**config.mk**
```make
export PLATFORM = sky130hd
export DESIGN_NAME = sync_fifo
export DESIGN_NICKNAME = d
export VERILOG_FILES = /design/src/rtl/sync_fifo_pkg.sv /design/src/rtl/sync_fifo_ptr.sv /design/src/rtl/sync_fifo.sv
export SDC_FILE = /design/constraint.sdc
export NUM_CORES = 1
export LEC_CHECK = 0
export BUFFER_PORTS_ARGS = -buffer_cell sky130_fd_sc_hd__buf_2
export CORE_MARGIN = 5
export CORE_UTILIZATION = 58
export CTS_BUF_LIST = sky130_fd_sc_hd__clkbuf_16
export CTS_CLUSTER_DIAMETER = 80
export CTS_CLUSTER_SIZE = 8
export DETAILED_ROUTE_END_ITERATION = 16
export HOLD_SLACK_MARGIN = 0.1
export PLACE_DENSITY = 0.88
export SYNTH_ARGS = -nofsm -noshare
export SYNTH_HDL_FRONTEND = slang
export SYNTH_SLANG_ARGS = --single-unit
```
**constraint.sdc**
```tcl
create_clock -name clk -period 2.3 [get_ports clk]
set_input_delay 0.345 -clock clk [delete_from_list [all_inputs] [get_ports clk]]
set_output_delay 0.345 -clock clk [all_outputs]
set_load 0.05 [all_outputs]
```
**src/rtl/sync_fifo_pkg.sv**
```systemverilog
// Shared buffer utilities: pointer/count width helpers and modulo-depth pointer increment.
package sync_fifo_pkg;

  function automatic int unsigned ptr_width(input int unsigned depth);
    return (depth > 1) ? $clog2(depth) : 1;
  endfunction

  function automatic int unsigned cnt_width(input int unsigned depth);
    return $clog2(depth + 1);
  endfunction

  // Wrap is an explicit compare so non-power-of-two depths never rely on overflow.
  function automatic int unsigned wrap_inc(input int unsigned p, input int unsigned depth);
    return (p == depth - 1) ? 32'd0 : p + 32'd1;
  endfunction

endpackage

```
**src/rtl/sync_fifo_ptr.sv**
```systemverilog
// Modulo-DEPTH pointer with enable; advances one slot per enabled edge.
// Latency: new value visible after the enabling edge; no backpressure of its own.
module sync_fifo_ptr
  import sync_fifo_pkg::*;
#(
  parameter int DEPTH = 5,
  parameter int PW    = 3
) (
  input  logic          clk,
  input  logic          reset,
  input  logic          en_i,
  output logic [PW-1:0] ptr_o
);

  logic [PW-1:0] ptr_q;
  logic [PW-1:0] ptr_d;

  assign ptr_d = PW'(wrap_inc(32'(ptr_q), 32'(DEPTH)));

  always_ff @(posedge clk or posedge reset) begin
    if (reset) begin
      ptr_q <= '0;
    end else if (en_i) begin
      ptr_q <= ptr_d;
    end
  end

  assign ptr_o = ptr_q;

endmodule

```
**src/rtl/sync_fifo.sv**
```systemverilog
// First-word-fall-through FIFO: head word visible on data_out one edge after its push.
// Pushes while full are dropped unless a pop happens on the same edge; pops while empty are ignored.
module sync_fifo
  import sync_fifo_pkg::*;
#(
  parameter int SIZE  = 8,
  parameter int DEPTH = 5
) (
  input  logic            clk,
  input  logic            reset,
  input  logic            read_update,
  input  logic            write_enable,
  input  logic [SIZE-1:0] data_in,
  output logic [SIZE-1:0] data_out,
  output logic            empty,
  output logic            full
);

  localparam int PW = ptr_width(DEPTH);
  localparam int CW = cnt_width(DEPTH);

  logic [SIZE-1:0] mem_q [DEPTH];
  logic [CW-1:0]   cnt_q;
  logic [CW-1:0]   cnt_d;
  logic [PW-1:0]   wp;
  logic [PW-1:0]   rp;
  logic            push;
  logic            pop;

  assign empty = (cnt_q == '0);
  assign full  = (cnt_q == CW'(DEPTH));

  // A pop on the same edge frees the slot, so a full FIFO still accepts the push.
  assign push = write_enable && (!full || read_update);
  assign pop  = read_update && !empty;

  sync_fifo_ptr #(.DEPTH(DEPTH), .PW(PW)) u_wp (
    .clk   (clk),
    .reset (reset),
    .en_i  (push),
    .ptr_o (wp)
  );

  sync_fifo_ptr #(.DEPTH(DEPTH), .PW(PW)) u_rp (
    .clk   (clk),
    .reset (reset),
    .en_i  (pop),
    .ptr_o (rp)
  );

  always_comb begin
    cnt_d = cnt_q;
    if (push && !pop) begin
      cnt_d = cnt_q + 1'b1;
    end else if (!push && pop) begin
      cnt_d = cnt_q - 1'b1;
    end
  end

  always_ff @(posedge clk or posedge reset) begin
    if (reset) begin
      cnt_q <= '0;
      for (int i = 0; i < DEPTH; i++) begin
        mem_q[i] <= '0;
      end
    end else begin
      cnt_q <= cnt_d;
      if (push) begin
        mem_q[wp] <= data_in;
      end
    end
  end

  assign data_out = mem_q[rp];

endmodule

```
==> flow_summary.ini, run 1 <==
[yosys]
netlist_area_sq_um = 2400
yosysTopAreaCell = dfrtp_1
ys_ff_latch = 49
ys_seq_area_frac = 0.511
synth_nets = 194
synth_area_per_cell_sq_um = 13.6
synth_ff_type = dfrtp_1
synth.distinct_cells = 31
syn_inst = 176
synth_warnings = 0
synth-async-reset-ratio = 1.00
synth_top_area_share = 0.511
synth_edf_count = 0
synth_area_leaders = dfrtp_1 51%, mux2_2 20%, mux2_4 5.0%

[timing]
tightest_slew_ns = 0.446
slew_violations = 0
fmax_mhz = 479
skew_ns = 0.00555
hold_viol = 0
rsz0062_at_grt = false
setup_tns_ns = 0
setup_violations = 0
min_period_over_period = 0.907
post-route-min-period_ns = 2.09
slew_headroom = 0.702

[clocking]
cts_tree = yes
numCtsBuffers = 5
clockRootBuffer = clkbuf_16
clockBufferDepth = 2
h-tree-depth = 2
clk_pin_slew_ns = 0.06
numClockSinks = 49
clk_latency_ns = 0.29

[die]
dieArea_sq_um = 5520
die_y_um = 74.3
die_x_um = 74.3
core_sq_um = 4000
pin_count = 22
num_rows = 23
start_util = 0.600

[pwr]
total_power_w = 0.00454
p_per_area_nw_per_um2 = 1650
irDropWorstVdd_mv = 0.909
p_leak_nw = 1.27

[routing]
initialDrtViolationCount = 92
drt-vias-per-instance = 5.80
drc = 0
firstDrtPassIters = 4
num_vias = 1502
wirelength_um = 4570
routedWlPerCell_um = 17.6
ant_nets = 0

[global_route]
grt_pass1_vias = 1560
grt_start_max_net_pins = 22
grt_pass1_wl_um = 7770
grt_overflow_total = 0
antenna_found_initial = 0
grt_usage = 0.194

[setup_path]
crit_family = buffers and inverters
critical_path_class = flip-flop to output pin
worst_setup_path_start_kind = flip-flop
worstPathCellList = buf_12, mux2_2, a221o_1, buf_2
cp_num_buf_inv = 2
cp.arrival_ns = 1.74
cp.required_ns = 1.96
end_kind = output pin
cpMaxStageDelayCell = dfrtp_1
cp_max_fo = 21
cpPeakStageDelay_ns = 0.37

[finish]
drive_gt1_frac = 0.445
area_delta_synth_final_pct = 14.8
n_antenna_cell = 0
layout.nets = 226
fin_area_sq_um = 2750
layout_common_cells = 49 x dfrtp_1, 43 x mux2_2, 21 x buf_2, 10 x nor2_1
layout_commonest_cell = dfrtp_1

[placement]
dpl.hpwl_um = 3030
routabilityCongestion = 0.785
io_buffers = 21
placed_area_sq_um = 2600

[status]
outcome = finished clean

[job]
maxCapViolations = 0

[min_path]
hold_path.class = primary input to flip-flop
## synthesized netlist by cell type (all sizes together) (3+ instances only)
master and number:
nand4 3, mux2i 8, ha 5, nor2 10
buf 4, mux2 51, nand2 5, dfrtp 49
a221o 5, inv 7, nand2b 3, o21ai 6
a22oi 3
## worst paths after layout
| check | start | end | slack [ns] | cells past startpoint |
|---|---|---|---|---|
| worst max register to register | cnt_q[0]$_DFFE_PP0P_ | cnt_q[2]$_DFFE_PP0P_ | 0.26 | 7 |
| worst min-delay path | data_in[1] | mem_q[9]$_DFFE_PP0P_ | 0.35 | 2 |
| worst max-delay path | u_rp.ptr_o[0]$_DFFE_PP0P_ | data_out[2] | 0.21 | 4 |
| min in group asynchronous | reset | u_rp.ptr_o[2]$_DFFE_PP0P_ | 0.61 | 3 |
| max in group asynchronous | reset | mem_q[1]$_DFFE_PP0P_ | 1.11 | 4 |
| worst min register to register | mem_q[27]$_DFFE_PP0P_ | mem_q[27]$_DFFE_PP0P_ | 0.50 | 1 |
## cell families (layout without fill, tap and decap cells)
kind of cell | after synthesis | after routing | share of synthesized area
compound gates | 19 | 19 | 0.0579
simple gates | 28 | 28 | 0.0741
fa+ha+maj | 6 | 6 | 0.0344
mux | 59 | 59 | 0.285
flops | 49 | 49 | 0.511
xor+xnor | 3 | 3 | 0.0110
buf+inv | 12 | 45 | 0.0261
## flip-flops by register name (all words and copies together) (netlist names)
register	cells
cnt_q	3
mem_q	40
u_rp.ptr_o	3
u_wp.ptr_o	3
## power breakdown
group / switching, W / internal [W] / total (W)
clock: 0.000305 / 0.000395 / 0.000700
sequential: 0.000302 / 0.00130 / 0.00160
combinational: 0.00123 / 0.00101 / 0.00223
total: 0.00184 / 0.00270 / 0.00454
## routing by layer
layer  up-vias  share of wire  track usage
met5         -              0            0
met4         0          0.019       0.0771
met3         5          0.050       0.0527
met2        33           0.49        0.307
met1       756           0.44        0.254
li1        708              -            -
## area by class of cell
class,count,area [sq um]
Timing Repair Buffer,30,188
Fill cell,294,1250
Multi-Input combinational cell,115,1110
Sequential cell,49,1230
Clock buffer,5,125
Clock inverter,3,15.0
Inverter,7,26.3
Tap cell,50,62.6
## what timing repair did
action | in CTS | in global routing
gates resized for setup | 0 | 0
hold endpoints to repair | 19 | 0
buffers inserted | 0 | 0
hold buffers | 1 | 0
## worst reg2reg max path, cell delays in order (launching register included)
cell and delay [ns]:
dfrtp_1 0.46, o31ai_1 0.37, ha_1 0.25, inv_1 0.06
fa_1 0.38, xor2_1 0.17, nor2_1 0.12, xor2_1 0.15
## per-stage QoR
stage	setup WS [ns]	hold WS, ns	cells	utilization
after floorplan	0.153	0.474	176	-
after global placement	0.371	0.367	250	0.651
after detailed placement	0.290	0.380	250	0.651
after CTS	0.209	0.342	259	0.688
after global routing	0.131	0.348	259	0.688
final	0.214	0.345	259	0.688
(Power assumes the default switching activity.)
==> run 2: changes to the inputs <==
CORE_UTILIZATION = 59   (was 58)
PLACE_DENSITY = 0.89   (was 0.88)
SYNTH_HIERARCHICAL = 1   (was default)
==> run 2 against run 1 <==
Non-clock buffer count down 1. Largest power group unchanged. Hold slack improved by 0.0077 ns. Die area about the same.
==> flow_summary.ini, run 2 <==
[status]
outcome = finished clean

[pwr]
p_leak_nw = 1.32
total_power_w = 0.00472
irDropWorstVdd_mv = 1.22
p_per_area_nw_per_um2 = 1680

[routing]
wirelength_um = 4840
routedWlPerCell_um = 18.5
num_vias = 1534
drt-vias-per-instance = 5.88
initialDrtViolationCount = 84
firstDrtPassIters = 4
drc = 0
ant_nets = 0

[finish]
n_antenna_cell = 0
layout_commonest_cell = dfrtp_1
layout_common_cells = 49 x dfrtp_1, 41 x mux2_2, 21 x buf_2, 10 x mux2i_1, 10 x inv_1
fin_cells = 261
fill_cells = 248
area_delta_synth_final_pct = 15.3
max_flop_register = mem_q
final-seq-area_sq_um = 1230
layout.nets = 228
drive_gt1_frac = 0.455
largest_reg_flops = 40
multiInputGateArea_sq_um = 1150

[die]
start_util = 0.609
die_x_um = 74.3
num_rows = 23
die_y_um = 74.3
pin_count = 22
dieArea_sq_um = 5520
core_sq_um = 4000

[timing]
tightest_slew_ns = 0.499
rsz0062_at_grt = false
hold_viol = 0
skew_ns = 0.00569
min_period_over_period = 0.951
post-route-min-period_ns = 2.19
setup_tns_ns = 0
setup_violations = 0
layout_setup_ws_ns = 0.112
slew_headroom = 0.668
slew_violations = 0
fmax_mhz = 457

[placement]
io_buffers = 21
placed_cells_incl_taps = 252
dpl.hpwl_um = 3150
routabilityCongestion = 0.740
dpl_worst_slack_ns = 0.281

[yosys]
synth_edf_count = 0
synth_ff_type = dfrtp_1
ys_ff_latch = 49
ys_seq_area_frac = 0.503
yosysTopAreaCell = dfrtp_1
synthTopCellsByCount = 49 x dfrtp_1, 41 x mux2_2, 10 x mux2i_1
synth_warnings = 6
synth.distinct_cells = 39
synth_area_per_cell_sq_um = 13.6
syn_inst = 179
synth.most_common_cell = dfrtp_1
synth_nets = 197
synth-async-reset-ratio = 1.00
netlist_area_sq_um = 2440
synth_area_leaders = dfrtp_1 50%, mux2_2 19%, mux2_4 4.9%
synth_top_area_share = 0.503

[setup_path]
cp.required_ns = 1.96
cp_max_fo = 9
crit_family = flip-flops
end_kind = output pin
cpMaxStageDelayCell = dfrtp_1
worst_setup_path_start_kind = flip-flop
critical_path_class = flip-flop to output pin
cp.arrival_ns = 1.84
cp_num_buf_inv = 1
cpPeakStageDelay_ns = 0.54
worstPathCellList = nand2b_1, o32ai_1, a31o_2, buf_2
rrSetupSlack_ns = 0.26

[global_route]
grt_usage = 0.201
grt_overflow_total = 0
antenna_found_initial = 0
grt_pass1_vias = 1648
grt_start_max_net_pins = 41
grt_pass1_wl_um = 8300

[clocking]
clockBufferDepth = 2
clockRootBuffer = clkbuf_16
clk_pin_slew_ns = 0.06
numClockSinks = 49
numCtsBuffers = 5
cts_tree = yes
post_cts_buffers = 0
clk_latency_ns = 0.28
h-tree-depth = 2

[min_path]
hold_path.class = primary input to flip-flop

[job]
maxCapViolations = 0
[run 2: cell types whose count changed after synthesis, sizes merged, moves of 3 or more]
cell	before	now
nor2	10	4
a221o	5	0
and2	0	3
nor2b	0	3
[run 2: worst register-to-register path, delay by kind of cell, from the launching register on]
family	cells	cell delay [ns]
muxes	1	0.27
buffers and inverters	1	0.08
adders and majority gates	2	0.64
DFF	1	0.45
and+or+nand+nor	2	0.49
[run 2: final cells by class]
cell class                 count  share of cell area
clock buffer                   5              0.0445
clock inverter                 3              0.0151
inverter                       9              0.0120
multi-input combinational    116               0.410
sequential                    49               0.436
tap                           50              0.0223
timing repair buffer          29              0.0596
[run 2: what timing repair did]
item	CTS	global route
endpoints found under the hold margin	9	0
hold buffers	1	0
endpoints found under the setup margin	0	2
gates resized for setup	0	1
[run 2: cells by family (layout without fill, tap and decap cells)]
family / Yosys count / in the layout / share of synthesized area
buf+inv: 14 / 46 / 0.0303
flops: 49 / 49 / 0.503
xor+xnor: 3 / 3 / 0.0108
mux: 59 / 59 / 0.280
compound gates: 24 / 24 / 0.0673
fa+ha+maj: 6 / 6 / 0.0339
simple gates: 24 / 24 / 0.0749
[run 2: layer usage]
layer | GRT usage | up-vias | routed length (um)
met1 | 0.274 | 785 | 2080
met3 | 0.0365 | 5 | 146
li1 | - | 713 | -
met5 | 0 | - | 0
met2 | 0.334 | 31 | 2560
met4 | 0.0593 | 0 | 49
[run 2: per-stage QoR]
stage	hold slack (ns)	utilization	area (sq um)
after global routing	0.357	0.703	2810
after floorplan	0.0986	-	2450
final	0.353	0.703	2810
after detailed placement	0.246	0.657	2630
after global placement	0.240	0.657	2630
after CTS	0.351	0.702	2810
[run 2: final timing paths]
kind	endpoint	start	cells past startpoint
worst max-delay path	data_out[7]	u_rp/ptr_o[2]$_DFFE_PP0P_	4
max in group asynchronous	mem_q[24]$_DFFE_PP0P_	reset	4
worst max register to register	cnt_q[1]$_DFFE_PP0P_	cnt_q[1]$_DFFE_PP0P_	6
worst min register to register	mem_q[22]$_DFFE_PP0P_	mem_q[22]$_DFFE_PP0P_	1
min in group asynchronous	u_rp/ptr_o[0]$_DFFE_PP0P_	reset	3
worst min-delay path	mem_q[12]$_DFFE_PP0P_	data_in[4]	2
[run 2: report_power, final]
group | leakage [nW] | internal (W) | switching [W]
sequential | 0.588 | 0.00130 | 0.000342
clock | 0.0852 | 0.000510 | 0.000297
combinational | 0.646 | 0.00102 | 0.00125
total | 1.32 | 0.00283 | 0.00189
==> run 3: changes to the inputs <==
SETUP_SLACK_MARGIN = 0.15   (was default)
==> run 3 against run 2 <==
Core utilization rose by 1.5 points. Die area unchanged. Clock skew rose by 0.0011 ns. Sequential share of layout area decreased by 0.81 points. Sequential cell count stayed put. Setup slack improved by 0.075 ns. Final area increased by 2.1%. Largest power group unchanged.
==> flow_summary.ini, run 3 (same netlist as run 2, synthesis figures left out) <==
[setup_path]
reg2reg_from = cnt_q[0]$_DFFE_PP0P_
cpMaxStageDelayCell = dfrtp_1
rrSetupSlack_ns = 0.19
cp.arrival_ns = 2.31
cp.required_ns = 2.50
crit_start = cnt_q[0]$_DFFE_PP0P_
cp_common_cell = xor2_1
critical_path_class = flip-flop to flip-flop
end_kind = flip-flop
r2r_cells = 8
cp_max_fo = 6
cpPeakStageDelay_ns = 0.46
crit_end = cnt_q[2]$_DFFE_PP0P_
r2r-end = cnt_q[2]$_DFFE_PP0P_
worst_setup_path_start_kind = flip-flop
worstPathCellList = nand4bb_1, and2_2, ha_1, inv_1, fa_1, xor2_1, nor2_1, xor2_1
cp_num_buf_inv = 1
path_depth = 8
crit_family = adder cells

[finish]
largest_reg_flops = 40
layout_common_cells = 47 x dfrtp_1, 41 x mux2_2, 20 x buf_2, 12 x buf_4
drive_gt1_frac = 0.486
layout_commonest_cell = dfrtp_1
fill_cells = 254
layout.nets = 235
fin_cells = 268
max_flop_register = mem_q
area_delta_synth_final_pct = 17.8
fin_util = 0.718
n_antenna_cell = 0

[timing]
fmax_mhz = 473
rsz0062_at_grt = true
skew_ns = 0.00679
post-route-min-period_ns = 2.11
tightest_slew_ns = 0.539
layout_setup_ws_ns = 0.187
slew_violations = 0
setup_tns_ns = 0
slew_headroom = 0.641
hold_viol = 0
setup_violations = 0
min_period_over_period = 0.919

[clocking]
clockBufferDepth = 2
clk_latency_ns = 0.28
clk_pin_slew_ns = 0.06
cts_tree = yes
clockRootBuffer = clkbuf_16
h-tree-depth = 2
numClockSinks = 49
numCtsBuffers = 5

[pwr]
irDropWorstVdd_mv = 1.14
p_per_area_nw_per_um2 = 1670
p_leak_nw = 1.35

[die]
start_util = 0.609
die_x_um = 74.3
pin_count = 22
die_y_um = 74.3
core_sq_um = 4000
num_rows = 23
dieArea_sq_um = 5520

[placement]
routabilityCongestion = 0.781
dpl_worst_slack_ns = 0.242
placed_cells_incl_taps = 253
dpl.hpwl_um = 3230
io_buffers = 21

[min_path]
hold_path.class = primary input to flip-flop

[global_route]
antenna_found_initial = 0
grt_pass1_vias = 1624
grt_pass1_wl_um = 8090
grt_usage = 0.198
grt_start_max_net_pins = 44
grt_overflow_total = 0

[routing]
wirelength_um = 4930
firstDrtPassIters = 4
wl_met1_um = 2160
drc = 0
dr_wl_met2_um = 2570
routedWlPerCell_um = 18.4
routed.top_layer = met4
ant_nets = 0
num_vias = 1572
route.met3.wl_um = 173
drt-vias-per-instance = 5.87
initialDrtViolationCount = 141

[job]
maxCapViolations = 0

[status]
outcome = finished clean
## run 3: where the power goes
part           total, W  leakage, nW  internal (W)  switching [W]
registers       0.00166        0.586       0.00131       0.000351
clock network  0.000688       0.0748      0.000395       0.000293
logic           0.00243        0.691       0.00115        0.00128
## run 3: per-layer routing
layer	up-vias	global-route usage
li1	731	-
met1	805	0.255
met2	32	0.337
met3	4	0.0432
met4	0	0.0593
met5	-	0
## run 3: per-stage QoR
| stage | hold slack (ns) | power, W | area [sq um] |
|---|---|---|---|
| 3_5_place_dp | 0.244 | 0.00394 | 2650 |
| 5_1_grt | 0.357 | 0.00506 | 2870 |
| 6_report | 0.355 | 0.00478 | 2870 |
| 2_1_floorplan | 0.0986 | 0.00339 | 2450 |
| 4_1_cts | 0.353 | 0.00466 | 2800 |
| 3_3_place_gp | 0.239 | 0.00383 | 2650 |
## run 3: layout make-up
type                            instances  area (sq um)  area share
Sequential cell                        49          1230       0.428
Multi-Input combinational cell        116          1160       0.403
Timing Repair Buffer                   36           250      0.0872
Clock buffer                            5           125      0.0436
Tap cell                               50          62.6      0.0218
Inverter                                9          33.8      0.0118
Clock inverter                          3          13.8     0.00480
## run 3: what timing repair did
action,CTS,global route
setup endpoints to repair,6,8
gates resized for setup,2,4
hold buffers,1,0
gates cloned,0,1
setup buffers,0,5
endpoints found under the hold margin,6,0
## run 3: worst min-delay path by stage
stage	to	startpoint	slack, ns	depth (start not counted)
2_1_floorplan	u_rp/ptr_o[0]$_DFFE_PP0P_	reset	0.1	1
3_3_place_gp	u_wp/ptr_o[2]$_DFFE_PP0P_	reset	0.24	2
3_5_place_dp	u_wp/ptr_o[2]$_DFFE_PP0P_	reset	0.24	2
4_1_cts	mem_q[9]$_DFFE_PP0P_	data_in[1]	0.35	2
5_1_grt	mem_q[12]$_DFFE_PP0P_	data_in[4]	0.36	2
6_report	mem_q[9]$_DFFE_PP0P_	data_in[1]	0.36	2
## run 3: worst reg2reg max path: stages (launching register included)
cell and delay (ns):
dfrtp_1 0.46, nand4bb_1 0.18, and2_2 0.24, ha_1 0.21, inv_1 0.07, fa_1 0.39
xor2_1 0.17, nor2_1 0.14, xor2_1 0.18
